===== config.mk =====
export PLATFORM = sky130hd
export DESIGN_NAME = alu_cmd_issuer
export DESIGN_NICKNAME = d
export VERILOG_FILES = /design/src/rtl/alu_cmd_issuer.sv
export SDC_FILE = /design/constraint.sdc
export NUM_CORES = 1
export LEC_CHECK = 0
export CAP_MARGIN = 20
export CORE_UTILIZATION = 57
export CTS_CLUSTER_DIAMETER = 120
export DETAILED_ROUTE_END_ITERATION = 10
export PLACE_DENSITY_LB_ADDON = 0.05
export SLEW_MARGIN = 20
export SYNTH_ARGS = -nofsm -noshare
export SYNTH_HDL_FRONTEND = slang
export SYNTH_SLANG_ARGS = --single-unit
export TNS_END_PERCENT = 5

===== constraint.sdc =====
create_clock -name clk -period 6.1 [get_ports clk]
set_clock_uncertainty 0.15 [all_clocks]
set_input_delay 1.83 -clock clk [delete_from_list [all_inputs] [get_ports clk]]
set_output_delay 1.83 -clock clk [all_outputs]
set_load 0.03 [all_outputs]

===== src/rtl/alu_cmd_issuer.sv =====
// rtl/alu_cmd_issuer.sv - issues ALU commands, samples results after a settle time, queues responses
// Optional: ALU_ISSUER_DIVZERO_CHECK_EN answers op 5 with b==0 locally with an error response.
module alu_cmd_issuer #(
    parameter int WIDTH      = 8,
    parameter int MUL_WIDTH  = 16,
    parameter int SETTLE_CYC = 1,
    parameter int FIFO_DEPTH = 4
) (
    input  logic                 clk,
    input  logic                 rst_n,
    input  logic                 cmd_valid,
    output logic                 cmd_ready,
    input  logic [WIDTH-1:0]     cmd_a,
    input  logic [WIDTH-1:0]     cmd_b,
    input  logic [3:0]           cmd_op,
    output logic [WIDTH-1:0]     alu_a,
    output logic [WIDTH-1:0]     alu_b,
    output logic [3:0]           alu_opsel,
    input  logic [MUL_WIDTH-1:0] alu_result,
    output logic                 rsp_valid,
    input  logic                 rsp_ready,
    output logic [MUL_WIDTH-1:0] rsp_data,
    output logic [3:0]           rsp_op,
    output logic                 rsp_err,
    output logic                 busy
);

    localparam int CW = (SETTLE_CYC > 1) ? $clog2(SETTLE_CYC) : 1;
    localparam int PW = $clog2(FIFO_DEPTH);
    localparam logic [CW-1:0] CNT_INIT = CW'(SETTLE_CYC - 1);
    localparam logic [PW:0]   DEPTH_C  = (PW + 1)'(FIFO_DEPTH);

    typedef enum logic {IDLE, SETTLE} state_t;

    state_t                 state_q, state_d;
    logic [CW-1:0]          cnt_q, cnt_d;
    logic [WIDTH-1:0]       alu_a_q, alu_a_d, alu_b_q, alu_b_d;
    logic [3:0]             alu_opsel_q, alu_opsel_d;
    logic [MUL_WIDTH-1:0]   res_mem_q [FIFO_DEPTH];
    logic [MUL_WIDTH-1:0]   res_mem_d [FIFO_DEPTH];
    logic [3:0]             op_mem_q  [FIFO_DEPTH];
    logic [3:0]             op_mem_d  [FIFO_DEPTH];
    logic                   err_mem_q [FIFO_DEPTH];
    logic                   err_mem_d [FIFO_DEPTH];
    logic [PW-1:0]          wr_ptr_q, wr_ptr_d, rd_ptr_q, rd_ptr_d;
    logic [PW:0]            count_q, count_d;

    logic                   accept, div_zero, push, pop, push_err;
    logic [MUL_WIDTH-1:0]   push_res;
    logic [3:0]             push_op;

    assign cmd_ready = rst_n && (state_q == IDLE) && (count_q != DEPTH_C);
    assign accept    = cmd_valid && cmd_ready;
    assign pop       = (count_q != '0) && rsp_ready;

`ifdef ALU_ISSUER_DIVZERO_CHECK_EN
    assign div_zero = (cmd_op == 4'd5) && (cmd_b == '0);
`else
    assign div_zero = 1'b0;
`endif

    always_comb begin
        state_d     = state_q;
        cnt_d       = cnt_q;
        alu_a_d     = alu_a_q;
        alu_b_d     = alu_b_q;
        alu_opsel_d = alu_opsel_q;
        push        = 1'b0;
        push_res    = '0;
        push_op     = '0;
        push_err    = 1'b0;
        case (state_q)
            IDLE: begin
                if (accept && div_zero) begin
                    // Answered locally; the ALU operands are left untouched.
                    push     = 1'b1;
                    push_res = '1;
                    push_op  = 4'd5;
                    push_err = 1'b1;
                end else if (accept) begin
                    alu_a_d     = cmd_a;
                    alu_b_d     = cmd_b;
                    alu_opsel_d = cmd_op;
                    cnt_d       = CNT_INIT;
                    state_d     = SETTLE;
                end
            end
            SETTLE: begin
                if (cnt_q != '0) begin
                    cnt_d = cnt_q - 1'b1;
                end else begin
                    push     = 1'b1;
                    push_res = alu_result;
                    push_op  = alu_opsel_q;
                    state_d  = IDLE;
                end
            end
            default: state_d = IDLE;
        endcase
    end

    // Accept requires a free slot, so a push never lands on a full FIFO.
    always_comb begin
        res_mem_d = res_mem_q;
        op_mem_d  = op_mem_q;
        err_mem_d = err_mem_q;
        if (push) begin
            res_mem_d[wr_ptr_q] = push_res;
            op_mem_d[wr_ptr_q]  = push_op;
            err_mem_d[wr_ptr_q] = push_err;
        end
        wr_ptr_d = wr_ptr_q + PW'(push);
        rd_ptr_d = rd_ptr_q + PW'(pop);
        count_d  = count_q + (PW + 1)'(push) - (PW + 1)'(pop);
    end

    always_ff @(posedge clk or negedge rst_n) begin
        if (!rst_n) begin
            state_q     <= IDLE;
            cnt_q       <= '0;
            alu_a_q     <= '0;
            alu_b_q     <= '0;
            alu_opsel_q <= '0;
            wr_ptr_q    <= '0;
            rd_ptr_q    <= '0;
            count_q     <= '0;
            for (int i = 0; i < FIFO_DEPTH; i++) begin
                res_mem_q[i] <= '0;
                op_mem_q[i]  <= '0;
                err_mem_q[i] <= 1'b0;
            end
        end else begin
            state_q     <= state_d;
            cnt_q       <= cnt_d;
            alu_a_q     <= alu_a_d;
            alu_b_q     <= alu_b_d;
            alu_opsel_q <= alu_opsel_d;
            wr_ptr_q    <= wr_ptr_d;
            rd_ptr_q    <= rd_ptr_d;
            count_q     <= count_d;
            res_mem_q   <= res_mem_d;
            op_mem_q    <= op_mem_d;
            err_mem_q   <= err_mem_d;
        end
    end

    assign alu_a     = alu_a_q;
    assign alu_b     = alu_b_q;
    assign alu_opsel = alu_opsel_q;
    assign rsp_valid = (count_q != '0);
    assign rsp_data  = rsp_valid ? res_mem_q[rd_ptr_q] : '0;
    assign rsp_op    = rsp_valid ? op_mem_q[rd_ptr_q]  : '0;
    assign rsp_err   = rsp_valid ? err_mem_q[rd_ptr_q] : 1'b0;
    assign busy      = (state_q != IDLE) || rsp_valid;

endmodule


==> out/results.tsv, run 1 <==
metric	value	unit
outcome	complete, no violations	
Worst R2R Path Depth	6	
Final min period	4.910	ns
Area contributors post-synth	dfrtp_1 57%, mux2_2 23%, mux4_1 5.9%	
Startpoint Class	flip-flop	
grt total ovfl	0	
Power Total	3479	µW
crit-path max cell delay	0.99	ns
final hold viol count	0	
FMAX	0.2037	GHz
Routability Congestion	0.6860	
Total Routing Usage GR	21.38	%
critical path endpoint category	output port	
Tcrit/Tclk final	80.49	%
clock sinks	112	
CP Buf/Inv Count	2	
core area	8299	µm²
DR vias	2791	
crit path DAT	2.93	ns
Post-CTS Resized	0	
setup slack, reg-to-reg	3.53	ns
dpl cell area	5841	µm²
CP Class	reg2out	
initial antenna violation count	0	
CTS Buf Count	9	
Antenna Cells	0	
row count	33	
vias in the first global route	2879	
most frequent cells after synthesis	112 x dfrtp_1, 99 x mux2_2, 24 x and2_1, 11 x mux4_1, 10 x mux4_2	
worst-skew pair later-pin latency	0.35	ns
Syn Inst Count	301	
Post-Synthesis Cell Area	4933	µm²
CTS max path bufs	2	
# port buffers	83	
post-synthesis register bit count	112	
CTS tree	done	
Worst slew margin	32.38	%
Post-CTS Setup Inserts	0	
H-tree Lvls	3	
R2R Path End	count_q[2]$_DFF_PN0_	
Post-synth ARST share	100.0	%
DRC	0	
drt total wl	8815	µm
first-pass GRT wire length	14230	µm
slowest CP cell	dfrtp_1	
WHS Endpoint	err_mem_q[2]$_DFFE_PN0P_	
setup TNS	0	ns
Worst Path Max Fanout	17	
EDFF count, synth	0	
die span in y	95.04	µm
TritonRoute pass-1 iters	4	
WP data required	4.12	ns
root buffer cell	clkbuf_8	
Synth Flop Type	dfrtp_1	
Slew Limit Fails	0	
Syn Nets	344	
cell family with most CP delay	flip-flops	
via/cell ratio	5.650	
synth unique cells	26	
largest net degree at the start of global routing	60	
die area	9032	µm²
Wirelength per Cell	17.84	µm
final setup fails	0	
Die Wd	95.04	µm
top-count cell post-synth	dfrtp_1	
initial DRC count	67	
slew at the pin with the worst max-slew slack	1.011	ns
RSZ-0062 raised after global routing	false	
kind of path behind the tightest hold check	reg2reg	
Worst R2R Start	count_q[2]$_DFF_PN0_	
share of cells above drive strength 1	35.22	%
HPWL after DPL	5832	µm
post-route ant nets	0	
syn avg cell area	16.39	µm²
worst path cell trace	buf_4 > mux4_2 > and2_1 > clkdlybuf4s50_1	
leakage	0.002538	µW
Pwr per Cell Area	577.2	nW/µm²
design area	6028	µm²
Ys Warns	0	
I/O pins	84	
Area Overhead vs Synth	22.19	%
initial core utilization	59.45	%
hold_sp	err_mem_q[2]$_DFFE_PN0P_	
Nets	428	
maxcap violations	0	
leading area contributor after synthesis	dfrtp_1	
Clk pin slew, worst setup/hold paths	0.09	ns
# hold bufs at CTS	0	
Yosys top cell area share	56.81	%
post-synthesis sequential area ratio	56.81	%
Max rail drop VDD	0.3737	mV
WHS Path Cells	1	
==> cell usage in the layout, fill, tap and decap left out <==
cell type / instances
a211oi_4: 1
a21oi_1: 1
and2_1: 24
buf_4: 10
bufinv_16: 1
clkbuf_1: 2
clkbuf_8: 10
clkdlybuf4s50_1: 82
clkinv_2: 1
clkinvlp_4: 1
dfrtp_1: 112
fa_1: 1
ha_1: 2
inv_1: 2
mux2_1: 1
mux2_2: 99
mux4_1: 11
mux4_2: 10
nand2_1: 1
nand2b_4: 1
nand3_1: 2
nand3b_1: 2
nor2_1: 1
nor2b_1: 1
nor3b_4: 1
or2_2: 2
or3_1: 1
xnor2_1: 4
xor2_1: 2
==> kinds of logic (layout without fill, tap and decap cells) <==
family	after synthesis	after routing	synth area share, %
muxes	121	121	33.25
DFF	112	112	56.81
and+or+nand+nor	36	36	4.742
buffers and inverters	21	109	2.714
xor gates and xnor gates	6	6	1.065
adders and majority gates	3	3	0.9129
AOI/OAI and AO/OA	2	2	0.5071
==> area by class of cell <==
| cell class | instances | area, µm² |
|---|---|---|
| timing repair buffer | 92 | 895.9 |
| clock inverter | 3 | 42.54 |
| tap | 105 | 131.4 |
| multi-input combinational | 168 | 2003 |
| inverter | 2 | 7.507 |
| sequential | 112 | 2803 |
| clock buffer | 12 | 145.1 |
| fill | 563 | 2271 |
==> metal layers <==
metal | global-route usage (%) | vias up | wire (µm)
met5 | 0 | - | 0
met4 | 6.439 | 0 | 108
li1 | - | 1263 | -
met3 | 6.380 | 10 | 468
met1 | 28.39 | 1444 | 3971
met2 | 34.23 | 74 | 4268
==> per-stage QoR <==
stage	std cells	hold WS [ns]	worst slack (ns)	util, %
2_1_floorplan	301	0.2977	1.750	-
4_1_cts	494	0.3429	1.105	72.64
6_report	494	0.3459	1.190	72.64
3_5_place_dp	479	0.3197	1.294	70.38
3_3_place_gp	479	0.3141	1.281	70.38
5_1_grt	494	0.3608	1.042	72.64
==> sequential cells by signal (all words and copies together), names as in the netlist <==
signal,cells
op_mem_q,16
wr_ptr_q,2
rd_ptr_q,2
state_q,1
count_q,3
err_mem_q,4
res_mem_q,64
alu_a,8
alu_b,8
alu_opsel,4
==> where the power goes <==
part	switching, µW	internal (µW)
sequential	229	1090
combinational	785	949
clock	223	199
==> how the worst max path moves through the flow <==
| stage | from | endpoint | slack (ns) | cells after the start |
|---|---|---|---|---|
| floorplan | rst_n | cmd_ready | 1.75 | 2 |
| global placement | rst_n | cmd_ready | 1.28 | 4 |
| detailed placement | rst_n | cmd_ready | 1.29 | 4 |
| CTS | rd_ptr_q[0]$_DFF_PN0_ | rsp_data[9] | 1.11 | 4 |
| global route | rd_ptr_q[0]$_DFF_PN0_ | rsp_data[9] | 1.04 | 4 |
| finish | rd_ptr_q[0]$_DFF_PN0_ | rsp_data[9] | 1.19 | 4 |
Power figures use the tool's default switching activity.
==> inputs of run 2 (changes only) <==
--- a/config.mk
+++ b/config.mk
@@ -6,7 +6,7 @@
 export NUM_CORES = 1
 export LEC_CHECK = 0
 export CAP_MARGIN = 20
-export CORE_UTILIZATION = 57
+export CORE_UTILIZATION = 53
 export CTS_CLUSTER_DIAMETER = 120
 export DETAILED_ROUTE_END_ITERATION = 10
 export PLACE_DENSITY_LB_ADDON = 0.05
==> constraint.sdc (replaced) <==
create_clock -name clk -period 4.84 [get_ports clk]
set_clock_uncertainty 0.15 [all_clocks]
set_input_delay 1.452 -clock clk [delete_from_list [all_inputs] [get_ports clk]]
set_output_delay 1.452 -clock clk [all_outputs]
set_load 0.03 [all_outputs]
==> out/results.tsv, run 2 (synthesized netlist as in run 1, its figures left out) <==
metric	value	unit
# port buffers	83	
Place WS	1.041	ns
Nets	428	
vias in the first global route	3077	
clock sinks	112	
final worst slack	0.6474	ns
initial antenna violation count	0	
Antenna Cells	0	
Die Wd	98.48	µm
row count	34	
Slew Limit Fails	0	
hold_sp	op_mem_q[14]$_DFFE_PN0P_	
Final min period	4.193	ns
leakage	0.002550	µW
outcome	finished with violations	
FMAX	0.2385	GHz
Post-CTS Resized	0	
H-tree Lvls	3	
kind of path behind the tightest hold check	reg2reg	
TritonRoute pass-1 iters	9	
Max rail drop VDD	0.2966	mV
post-route ant nets	0	
largest register by flop count	res_mem_q	
Power Total	4448	µW
die span in y	98.48	µm
DRC	5	
RSZ-0062 raised after global routing	false	
Area Overhead vs Synth	22.67	%
share of cells above drive strength 1	35.73	%
initial DRC count	75	
design area	6052	µm²
WHS Path Cells	1	
biggest regs	res_mem_q: 64 flops, op_mem_q: 16 flops	
R2R Path End	count_q[2]$_DFF_PN0_	
die area	9698	µm²
Pwr per Cell Area	735.0	nW/µm²
Worst R2R Path Depth	6	
root buffer cell	clkbuf_8	
setup slack, reg-to-reg	2.29	ns
Post-CTS Setup Inserts	0	
first-pass GRT wire length	15640	µm
WHS Endpoint	op_mem_q[14]$_DFFE_PN0P_	
most frequent cells in the layout	112 x dfrtp_1, 99 x mux2_2, 81 x clkdlybuf4s50_1	
CTS Buf Count	9	
via/cell ratio	5.594	
Total Routing Usage GR	21.15	%
dpl cell area	5842	µm²
I/O pins	84	
final hold viol count	0	
Routability Congestion	0.7511	
commonest non-fill, non-tap cell in the layout	dfrtp_1	
Wirelength per Cell	18.74	µm
max reg flops	64	
DR vias	2780	
Startpoint Class	flip-flop	
Worst R2R Start	count_q[2]$_DFF_PN0_	
Worst Path Max Fanout	25	
crit path DAT	2.59	ns
grt total ovfl	0	
CP Class	reg2out	
Tcrit/Tclk final	86.62	%
Clk pin slew, worst setup/hold paths	0.10	ns
setup TNS	0	ns
HPWL after DPL	6160	µm
Worst slew margin	29.88	%
# hold bufs at CTS	0	
largest net degree at the start of global routing	81	
Critical path origin	count_q[2]$_DFF_PN0_	
WHS	0.3473	ns
core area	8848	µm²
critical path endpoint category	output port	
final setup fails	0	
initial core utilization	55.76	%
filler cell count	635	
maxcap violations	0	
drt total wl	9314	µm
failing checks	design-rule violations	
CTS tree	done	
worst-skew pair later-pin latency	0.36	ns
slew at the pin with the worst max-slew slack	1.048	ns
CTS max path bufs	2	
WP data required	3.24	ns
[run 2: cell types whose count changed in the layout (fill, tap and decap cells not counted)]
cell,delta
buf_6,+1
clkbuf_8,+2
clkdlybuf4s50_1,-1
clkinv_2,-1
clkbuf_1,-1
[run 2: where the power goes]
| part | internal [µW] | switching, µW | leakage, µW |
|---|---|---|---|
| registers | 1380 | 270 | 0.00133 |
| clock network | 280 | 302 | 0.000102 |
| logic | 1200 | 1020 | 0.00112 |
[run 2: critical path, cell delays in order, from the launching register on]
cell and delay [ns]:
dfrtp_1 0.45, or3_1 0.74, or2_2 0.42, clkdlybuf4s50_1 0.60
[run 2: worst max path at each step]
| stage | endpoint | slack, ns | depth (start not counted) |
|---|---|---|---|
| final | busy | 0.65 | 3 |
| after global placement | busy | 1.06 | 3 |
| after floorplan | cmd_ready | 1.25 | 2 |
| after detailed placement | busy | 1.04 | 3 |
| after global routing | busy | 0.53 | 3 |
| after CTS | busy | 0.61 | 3 |
[run 2: through the flow]
step / instances / utilization [%]
global route: 497 / 68.40
CTS: 497 / 68.35
floorplan: 301 / -
finish: 497 / 68.40
detailed placement: 482 / 66.02
global placement: 482 / 66.02
[run 2: metal layers]
| metal | vias to the layer above | wire (µm) | track usage, % |
|---|---|---|---|
| met2 | 68 | 4500 | 34.83 |
| met4 | 0 | 191 | 8.726 |
| li1 | 1251 | - | - |
| met1 | 1447 | 4172 | 27.35 |
| met5 | - | 0 | 0 |
| met3 | 14 | 449 | 4.894 |
[run 2: area by class of cell]
type | count | area, µm² | share of cell area, %
Sequential cell | 112 | 2803 | 46.31
Multi-Input combinational cell | 168 | 2003 | 33.10
Timing Repair Buffer | 92 | 897.1 | 14.82
Clock buffer | 13 | 168.9 | 2.791
Tap cell | 108 | 135.1 | 2.233
Clock inverter | 2 | 37.54 | 0.6202
Inverter | 2 | 7.507 | 0.1240
==> inputs of run 3 (changes only) <==
--- a/config.mk
+++ b/config.mk
@@ -5,6 +5,7 @@
 export SDC_FILE = /design/constraint.sdc
 export NUM_CORES = 1
 export LEC_CHECK = 0
+export ABC_CLOCK_PERIOD_IN_PS = 4840
 export CAP_MARGIN = 20
 export CORE_UTILIZATION = 53
 export CTS_CLUSTER_DIAMETER = 120
==> results of run 3 <==
Final layout, timing and power as in run 2 (identical DEF).
